<file path="src/rtl/bubble_host_sequencer.sv">
// bubble_host_sequencer
//   Host-side sequencer for a magnetic bubble memory drive. It accepts one
//   read command at a time and rotates the bubble loop (BS low) until the
//   target page reaches the replicate point. It then pulses the replicator
//   for three rotation ticks and shifts the requested number of bits in from
//   the detector, packing them into bytes. Finally it holds BS inactive for a
//   short stop period before returning to idle.
//
//   Clocking: master_clock (48 MHz) is the only clock. A free-running /4
//   divider provides the 12 MHz rotation tick. master_reset is synchronous,
//   active-high.
//
//   Ports:
//     cmd_valid / cmd_ready       command handshake (accepted in IDLE only)
//     cmd_position[11:0]          page position at which to replicate
//     cmd_bits[11:0]              number of bits to read (0 = replicate only)
//     cmd_bootloop                drive bootloop_enable for this command
//     abort                       cancel the active command (goes to STOP)
//     bubble_data_in              serial detector data
//     bubble_shift_enable         BS, active low: loop rotates while low
//     replicator_enable           REPEN, active low: replicate pulse
//     bootloop_enable             BOOTEN, active high
//     data_byte / data_valid      assembled byte plus one-cycle strobe
//     busy / done                 command in flight / one-cycle completion
//     current_position[11:0]      bubble loop position, survives commands
//
//   Build option: define BUBBLE_HOST_LSB_FIRST_EN to place the first sampled
//   bit of each byte in data_byte[0]. The default places it in data_byte[7].
module bubble_host_sequencer #(
  parameter int POSITIONS      = 2053,
  parameter int ROTATION_TICKS = 120,
  parameter int STOP_TICKS     = 8
) (
  input  logic        master_clock,
  input  logic        master_reset,
  input  logic        cmd_valid,
  output logic        cmd_ready,
  input  logic [11:0] cmd_position,
  input  logic [11:0] cmd_bits,
  input  logic        cmd_bootloop,
  input  logic        abort,
  input  logic        bubble_data_in,
  output logic        bubble_shift_enable,
  output logic        replicator_enable,
  output logic        bootloop_enable,
  output logic [7:0]  data_byte,
  output logic        data_valid,
  output logic        busy,
  output logic        done,
  output logic [11:0] current_position
);

  localparam int ROT_W  = $clog2(ROTATION_TICKS);
  localparam int STOP_W = $clog2(STOP_TICKS + 1);
  localparam logic [ROT_W-1:0]  ROT_ZERO    = ROT_W'(0);
  localparam logic [ROT_W-1:0]  ROT_ONE     = ROT_W'(1);
  localparam logic [ROT_W-1:0]  ROT_REP_END = ROT_W'(3);
  localparam logic [ROT_W-1:0]  SAMPLE_TICK = ROT_W'(60);
  localparam logic [ROT_W-1:0]  ROT_LAST    = ROT_W'(ROTATION_TICKS - 1);
  localparam logic [STOP_W-1:0] STOP_ZERO   = STOP_W'(0);
  localparam logic [STOP_W-1:0] STOP_ONE    = STOP_W'(1);
  localparam logic [STOP_W-1:0] STOP_LAST   = STOP_W'(STOP_TICKS - 1);
  localparam logic [11:0]       POS_LAST    = 12'(POSITIONS - 1);

  typedef enum logic [2:0] {
    ST_IDLE      = 3'd0,
    ST_SEEK      = 3'd1,
    ST_REPLICATE = 3'd2,
    ST_READ      = 3'd3,
    ST_STOP      = 3'd4
  } state_t;

  state_t             state_q, state_d;
  logic [1:0]         div_q, div_d;
  logic [ROT_W-1:0]   rot_q, rot_d;
  logic [11:0]        pos_q, pos_d;
  logic [STOP_W-1:0]  stop_cnt_q, stop_cnt_d;
  logic [11:0]        tgt_q, tgt_d;
  logic [11:0]        bits_left_q, bits_left_d;
  logic               boot_q, boot_d;
  logic               armed_q, armed_d;
  logic [7:0]         asm_q, asm_d;
  logic [2:0]         idx_q, idx_d;
  logic               cmd_ready_q, cmd_ready_d;
  logic               bs_q, bs_d;
  logic               repen_q, repen_d;
  logic               booten_q, booten_d;
  logic [7:0]         data_byte_q, data_byte_d;
  logic               data_valid_q, data_valid_d;
  logic               busy_q, busy_d;
  logic               done_q, done_d;

  logic               tick_s;
  logic               active_s;
  logic               active_next_s;
  logic [7:0]         asm_next_s;

  // Bit slot within the byte for the idx-th sampled bit.
  function automatic logic [2:0] bit_slot(input logic [2:0] idx);
`ifdef BUBBLE_HOST_LSB_FIRST_EN
    return idx;
`else
    return 3'd7 - idx;
`endif
  endfunction

  assign tick_s   = (div_q == 2'd3);
  assign active_s = (state_q == ST_SEEK) || (state_q == ST_REPLICATE) || (state_q == ST_READ);

  // Next-state, rotation/position tracking, byte assembly and output decode.
  always_comb begin
    state_d       = state_q;
    div_d         = div_q + 2'd1;
    rot_d         = rot_q;
    pos_d         = pos_q;
    stop_cnt_d    = STOP_ZERO;
    tgt_d         = tgt_q;
    bits_left_d   = bits_left_q;
    boot_d        = boot_q;
    armed_d       = armed_q;
    asm_d         = asm_q;
    idx_d         = idx_q;
    data_byte_d   = data_byte_q;
    data_valid_d  = 1'b0;
    asm_next_s    = asm_q;
    active_next_s = 1'b0;

    // The loop only rotates while BS is low, i.e. in the active states.
    if (tick_s && active_s) begin
      if (rot_q == ROT_LAST) begin
        rot_d = ROT_ZERO;
        pos_d = (pos_q == POS_LAST) ? 12'd0 : pos_q + 12'd1;
      end else begin
        rot_d = rot_q + ROT_ONE;
      end
    end else begin
      rot_d = rot_q;
    end

    case (state_q)
      ST_IDLE: begin
        if (cmd_valid && cmd_ready_q) begin
          tgt_d       = cmd_position;
          bits_left_d = cmd_bits;
          boot_d      = cmd_bootloop;
          rot_d       = ROT_ZERO;
          state_d     = ST_SEEK;
        end else begin
          state_d = ST_IDLE;
        end
      end
      ST_SEEK: begin
        if (abort) begin
          state_d = ST_STOP;
        end else if (tick_s && (rot_q == ROT_ZERO) && (pos_q == tgt_q)) begin
          state_d = ST_REPLICATE;
          armed_d = 1'b0;
          asm_d   = 8'd0;
          idx_d   = 3'd0;
        end else begin
          state_d = ST_SEEK;
        end
      end
      ST_REPLICATE: begin
        // Entered with the counter moving 0->1, so REPEN is low for ticks 1..3.
        if (abort) begin
          state_d = ST_STOP;
        end else if (tick_s && (rot_q == ROT_REP_END)) begin
          state_d = (bits_left_q == 12'd0) ? ST_STOP : ST_READ;
        end else begin
          state_d = ST_REPLICATE;
        end
      end
      ST_READ: begin
        if (abort) begin
          state_d = ST_STOP;
        end else begin
          // The replicated bubble reaches the detector one position after
          // the replicate point, so sampling starts after the next wrap.
          if (tick_s && (rot_q == ROT_LAST)) begin
            armed_d = 1'b1;
          end else begin
            armed_d = armed_q;
          end
          if (tick_s && armed_q && (rot_q == SAMPLE_TICK)) begin
            asm_next_s[bit_slot(idx_q)] = bubble_data_in;
            bits_left_d = bits_left_q - 12'd1;
            if ((idx_q == 3'd7) || (bits_left_q == 12'd1)) begin
              data_byte_d  = asm_next_s;
              data_valid_d = 1'b1;
              asm_d        = 8'd0;
              idx_d        = 3'd0;
            end else begin
              asm_d = asm_next_s;
              idx_d = idx_q + 3'd1;
            end
            state_d = (bits_left_q == 12'd1) ? ST_STOP : ST_READ;
          end else begin
            state_d = ST_READ;
          end
        end
      end
      ST_STOP: begin
        if (tick_s) begin
          if (stop_cnt_q == STOP_LAST) begin
            state_d = ST_IDLE;
          end else begin
            stop_cnt_d = stop_cnt_q + STOP_ONE;
          end
        end else begin
          stop_cnt_d = stop_cnt_q;
        end
      end
      default: begin
        state_d = ST_IDLE;
      end
    endcase

    // Outputs are registered from the next state so they line up with state_q.
    active_next_s = (state_d == ST_SEEK) || (state_d == ST_REPLICATE) || (state_d == ST_READ);
    cmd_ready_d   = (state_d == ST_IDLE);
    bs_d          = ~active_next_s;
    repen_d       = (state_d != ST_REPLICATE);
    booten_d      = active_next_s ? boot_d : 1'b0;
    busy_d        = (state_d != ST_IDLE);
    done_d        = (state_q == ST_STOP) && (state_d == ST_IDLE);
  end

  // State and output registers with synchronous reset.
  always_ff @(posedge master_clock) begin
    if (master_reset) begin
      state_q      <= ST_IDLE;
      div_q        <= 2'd0;
      rot_q        <= ROT_ZERO;
      pos_q        <= 12'd0;
      stop_cnt_q   <= STOP_ZERO;
      tgt_q        <= 12'd0;
      bits_left_q  <= 12'd0;
      boot_q       <= 1'b0;
      armed_q      <= 1'b0;
      asm_q        <= 8'd0;
      idx_q        <= 3'd0;
      cmd_ready_q  <= 1'b0;
      bs_q         <= 1'b1;
      repen_q      <= 1'b1;
      booten_q     <= 1'b0;
      data_byte_q  <= 8'd0;
      data_valid_q <= 1'b0;
      busy_q       <= 1'b0;
      done_q       <= 1'b0;
    end else begin
      state_q      <= state_d;
      div_q        <= div_d;
      rot_q        <= rot_d;
      pos_q        <= pos_d;
      stop_cnt_q   <= stop_cnt_d;
      tgt_q        <= tgt_d;
      bits_left_q  <= bits_left_d;
      boot_q       <= boot_d;
      armed_q      <= armed_d;
      asm_q        <= asm_d;
      idx_q        <= idx_d;
      cmd_ready_q  <= cmd_ready_d;
      bs_q         <= bs_d;
      repen_q      <= repen_d;
      booten_q     <= booten_d;
      data_byte_q  <= data_byte_d;
      data_valid_q <= data_valid_d;
      busy_q       <= busy_d;
      done_q       <= done_d;
    end
  end

  assign cmd_ready           = cmd_ready_q;
  assign bubble_shift_enable = bs_q;
  assign replicator_enable   = repen_q;
  assign bootloop_enable     = booten_q;
  assign data_byte           = data_byte_q;
  assign data_valid          = data_valid_q;
  assign busy                = busy_q;
  assign done                = done_q;
  assign current_position    = pos_q;

endmodule

</file>
<file path="config.mk">
export PLATFORM = sky130hd
export DESIGN_NAME = bubble_host_sequencer
export DESIGN_NICKNAME = d
export VERILOG_FILES = /design/src/rtl/bubble_host_sequencer.sv
export SDC_FILE = /design/constraint.sdc
export NUM_CORES = 1
export LEC_CHECK = 0
export CORE_ASPECT_RATIO = 0.5
export CORE_UTILIZATION = 45
export CTS_CLUSTER_DIAMETER = 200
export DETAILED_ROUTE_END_ITERATION = 6
export MAX_ROUTING_LAYER = met4
export PLACE_DENSITY = 0.8
export RECOVER_POWER = 100
export SYNTH_ARGS = -nofsm -noshare
export SYNTH_HDL_FRONTEND = slang
export SYNTH_SLANG_ARGS = --single-unit
</file>
<file path="constraint.sdc">
create_clock -name master_clock -period 2.6 [get_ports master_clock]
set_input_delay 0.65 -clock master_clock [delete_from_list [all_inputs] [get_ports master_clock]]
set_output_delay 0.65 -clock master_clock [all_outputs]
set_load 0.005 [all_outputs]
</file>
==> flow_summary.toml <==
[floorplanning]
boundaryPins = 57
die_area_mm2 = 0.00921
std_cell_rows = 23
core_mm2 = 0.00826
dieHeight_um = 68.4
die_w_um = 135
initial_utilization_pct = 48.0

[clock_network]
cts_tree = "done"
htree_levels = 3
clk_latency_ps = 340
cts_sinks = 80
clockBufferDepth = 2
cts_setup_buffers = 0
cts_resized = 0
cts_hold_buffers = 0
cts_root_buffer = "clkbuf_16"
cts-buffers-inserted = 9
clk_pin_slew_ps = 60

[logic_synthesis]
yosys-top-cells-area = "dfxtp_1 40%, nand2_1 5.5%, a21oi_1 4.5%, nor2_1 4.1%, xnor2_1 4.0%"
synth_top_area_share_pct = 40.4
synth_cells = 454
synth_xor_area_share_pct = 5.08
synth_nets = 495
synth_mux_area_share_pct = 5.05
synthesis.area_mm2 = 0.00397
ys_seq_elements = 80
yosys_warnings = 0
synth_top_cell_by_area = "dfxtp_1"
syn_area_per_cell_um2 = 8.73
synth_ff_type = "dfxtp_1"
synthArstFlopShare_pct = 0
synth_compound_area_share_pct = 16.6
ys_seq_area_share_pct = 40.4
synth_top_family_by_area = "simple AND/OR/NAND/NOR gates"
synth_cell_type_count = 58
synthAdderAreaFrac_pct = 3.47
synth_edf_count = 0
yosys.area_share.simple_pct = 25.3

[grt]
grt_pass1_wl_um = 14300
overflow = 0
grt_util_all_layers_pct = 20.7
grt_pass1_vias = 3027
antenna_found_initial = 0
grt_max_degree = 32

[worst_setup_path]
critPathLaunchType = "register"
cp.arrival_ps = 2550
end_kind = "register"
reg2reg_depth = 6
r2r-end = "replicator_enable$_SDFF_PP1_"
required_ps = 2820
crit_type = "register to register"
rrSetupSlack_ps = 260
critPathMaxFanout = 10
r2r-start = "div_q[0]$_SDFF_PP0_"

[status]
outcome = "complete, no violations"

[sta]
fmax_ghz = 0.428
fin_tns_setup_ps = 0
min_period_ps = 2340
hold_violations = 0
finalMaxSlewViolations = 0
setup_viol = 0
slew_headroom_pct = 31.8
tightest_slew_ps = 1020
rsz0062_at_grt = "no"
fin_skew_ps = 7.44
post-route-period-util_pct = 89.9
finalHoldWorstSlack_ps = 433

[layout]
seqCellArea_mm2 = 0.00160
nets = 550
fill_cells = 727
syn2layout_area_growth_pct = 24.3
n_antenna_cell = 0
drive_above_1_share_pct = 9.53
multi_input_area_mm2 = 0.00219

[run]
drv_cap = 0

[worst_hold_path]
worstHoldPathType = "register to register"
holdCritStartpoint = "div_q[0]$_SDFF_PP0_"
min_path_cells = 1
hold_path_end = "div_q[0]$_SDFF_PP0_"

[route]
drt_iter0_markers = 193
finalWirelength_um = 8680
vias = 3447
ant_nets = 0
drc = 0
viasPerCell = 5.51
wl_per_cell_um = 13.9
first_pass_iters = 5

[placed_design]
post-dp-hpwl_um = 6170
port_buffers = 56
gp_congestion = 0.856

[pwr]
ir_worst_vdd_uv = 345
p_leak_nw = 1.78
p_per_area_mw_per_mm2 = 580
metal layers:
metal / wire length (um) / part of all wire, % / global-route usage, %
met5: 0 / 0 / -
met4: 98 / 1.1 / 5.90
met3: 422 / 4.9 / 5.11
met2: 3910 / 45 / 34.0
met1: 4250 / 49 / 25.6
cell usage after synthesis, drive strengths merged, types with 2 or more instances:
| master | instances |
|---|---|
| or4 | 3 |
| o21bai | 2 |
| dfxtp | 80 |
| nand2b | 3 |
| nand3b | 6 |
| and3 | 2 |
| a211oi | 10 |
| nand4 | 10 |
| and4 | 2 |
| o32ai | 2 |
| or3b | 3 |
| nor2b | 3 |
| nor4 | 7 |
| nor3b | 4 |
| or2 | 3 |
| a31oi | 3 |
| ha | 11 |
| nand3 | 12 |
| a21oi | 36 |
| nor2 | 44 |
| mux2 | 8 |
| o31ai | 2 |
| xor2 | 5 |
| xnor2 | 18 |
| a32o | 11 |
| o22ai | 3 |
| buf | 14 |
| clkbuf | 13 |
| inv | 8 |
| and4b | 2 |
| mux2i | 11 |
| nand4b | 3 |
| o21ai | 17 |
| nand2 | 58 |
| or3 | 10 |
| o21a | 3 |
| nor3 | 11 |
| a22o | 2 |
area by class of cell:
type / instances / area share, %
multi-input cells: 339 / 44.5
flip-flops and latches: 80 / 32.5
repair buffers: 71 / 13.3
clock buffers: 9 / 4.57
well taps: 112 / 2.84
clock inverters: 7 / 1.65
inverters: 8 / 0.609
cell families (layout without fill, tap and decap cells):
logic type | Yosys count | after routing
muxes | 19 | 19
xor gates and xnor gates | 23 | 23
and+or+nand+nor | 188 | 188
DFF | 80 | 80
AOI/OAI and AO/OA | 98 | 98
adders and majority gates | 11 | 11
buffers and inverters | 35 | 95
state kept, by name (all words and copies together) (netlist names), 2 cells and up:
name              count
state_q               3
asm_q                 8
data_byte             8
stop_cnt_q            4
rot_q                 7
idx_q                 3
div_q                 2
current_position     12
tgt_q                12
bits_left_q          12
stage by stage:
step	utilization [%]	worst slack, ps	power (mW)	area, um^2	instances
global placement	56.2	282	1.61	4640	610
global route	59.7	106	2.97	4930	626
finish	59.7	264	2.86	4930	626
floorplan	-	636	1.50	3970	454
detailed placement	56.2	266	1.62	4640	610
CTS	59.9	283	2.89	4950	626
power breakdown:
part	internal (mW)	switching (mW)
sequential	1.26	0.0324
clock	0.753	0.516
combinational	0.135	0.160
critical path, stage by stage (launching register included):
cell and delay, ps:
dfxtp_1 340, ha_1 350, nand3b_1 170, or3_1 560
o21bai_2 250, o311a_1 210, or3b_1 340
placed cells by master, fill, tap and decap left out, drive strengths merged, types with 13 or more instances in the layout:
| cell type | instances |
|---|---|
| a21oi | 36 |
| clkbuf | 13 |
| clkdlybuf4s50 | 29 |
| dfxtp | 80 |
| dlygate4sd3 | 26 |
| nand2 | 58 |
| nor2 | 44 |
| o21ai | 17 |
| xnor2 | 18 |
how the worst max path moves through the flow:
stage                        start                                to  slack (ps)  cells after the start
2_1_floorplan  div_q[0]$_SDFF_PP0_      replicator_enable$_SDFF_PP1_         640                      8
3_3_place_gp                 abort             asm_q[7]$_SDFFE_PP0P_         280                      6
3_5_place_dp                 abort             asm_q[0]$_SDFFE_PP0P_         270                      6
4_1_cts        div_q[0]$_SDFF_PP0_      replicator_enable$_SDFF_PP1_         280                      6
5_1_grt               master_reset  current_position[9]$_SDFFE_PP0P_         110                      5
6_report       div_q[0]$_SDFF_PP0_      replicator_enable$_SDFF_PP1_         260                      6
Power figures use the tool's default switching activity.
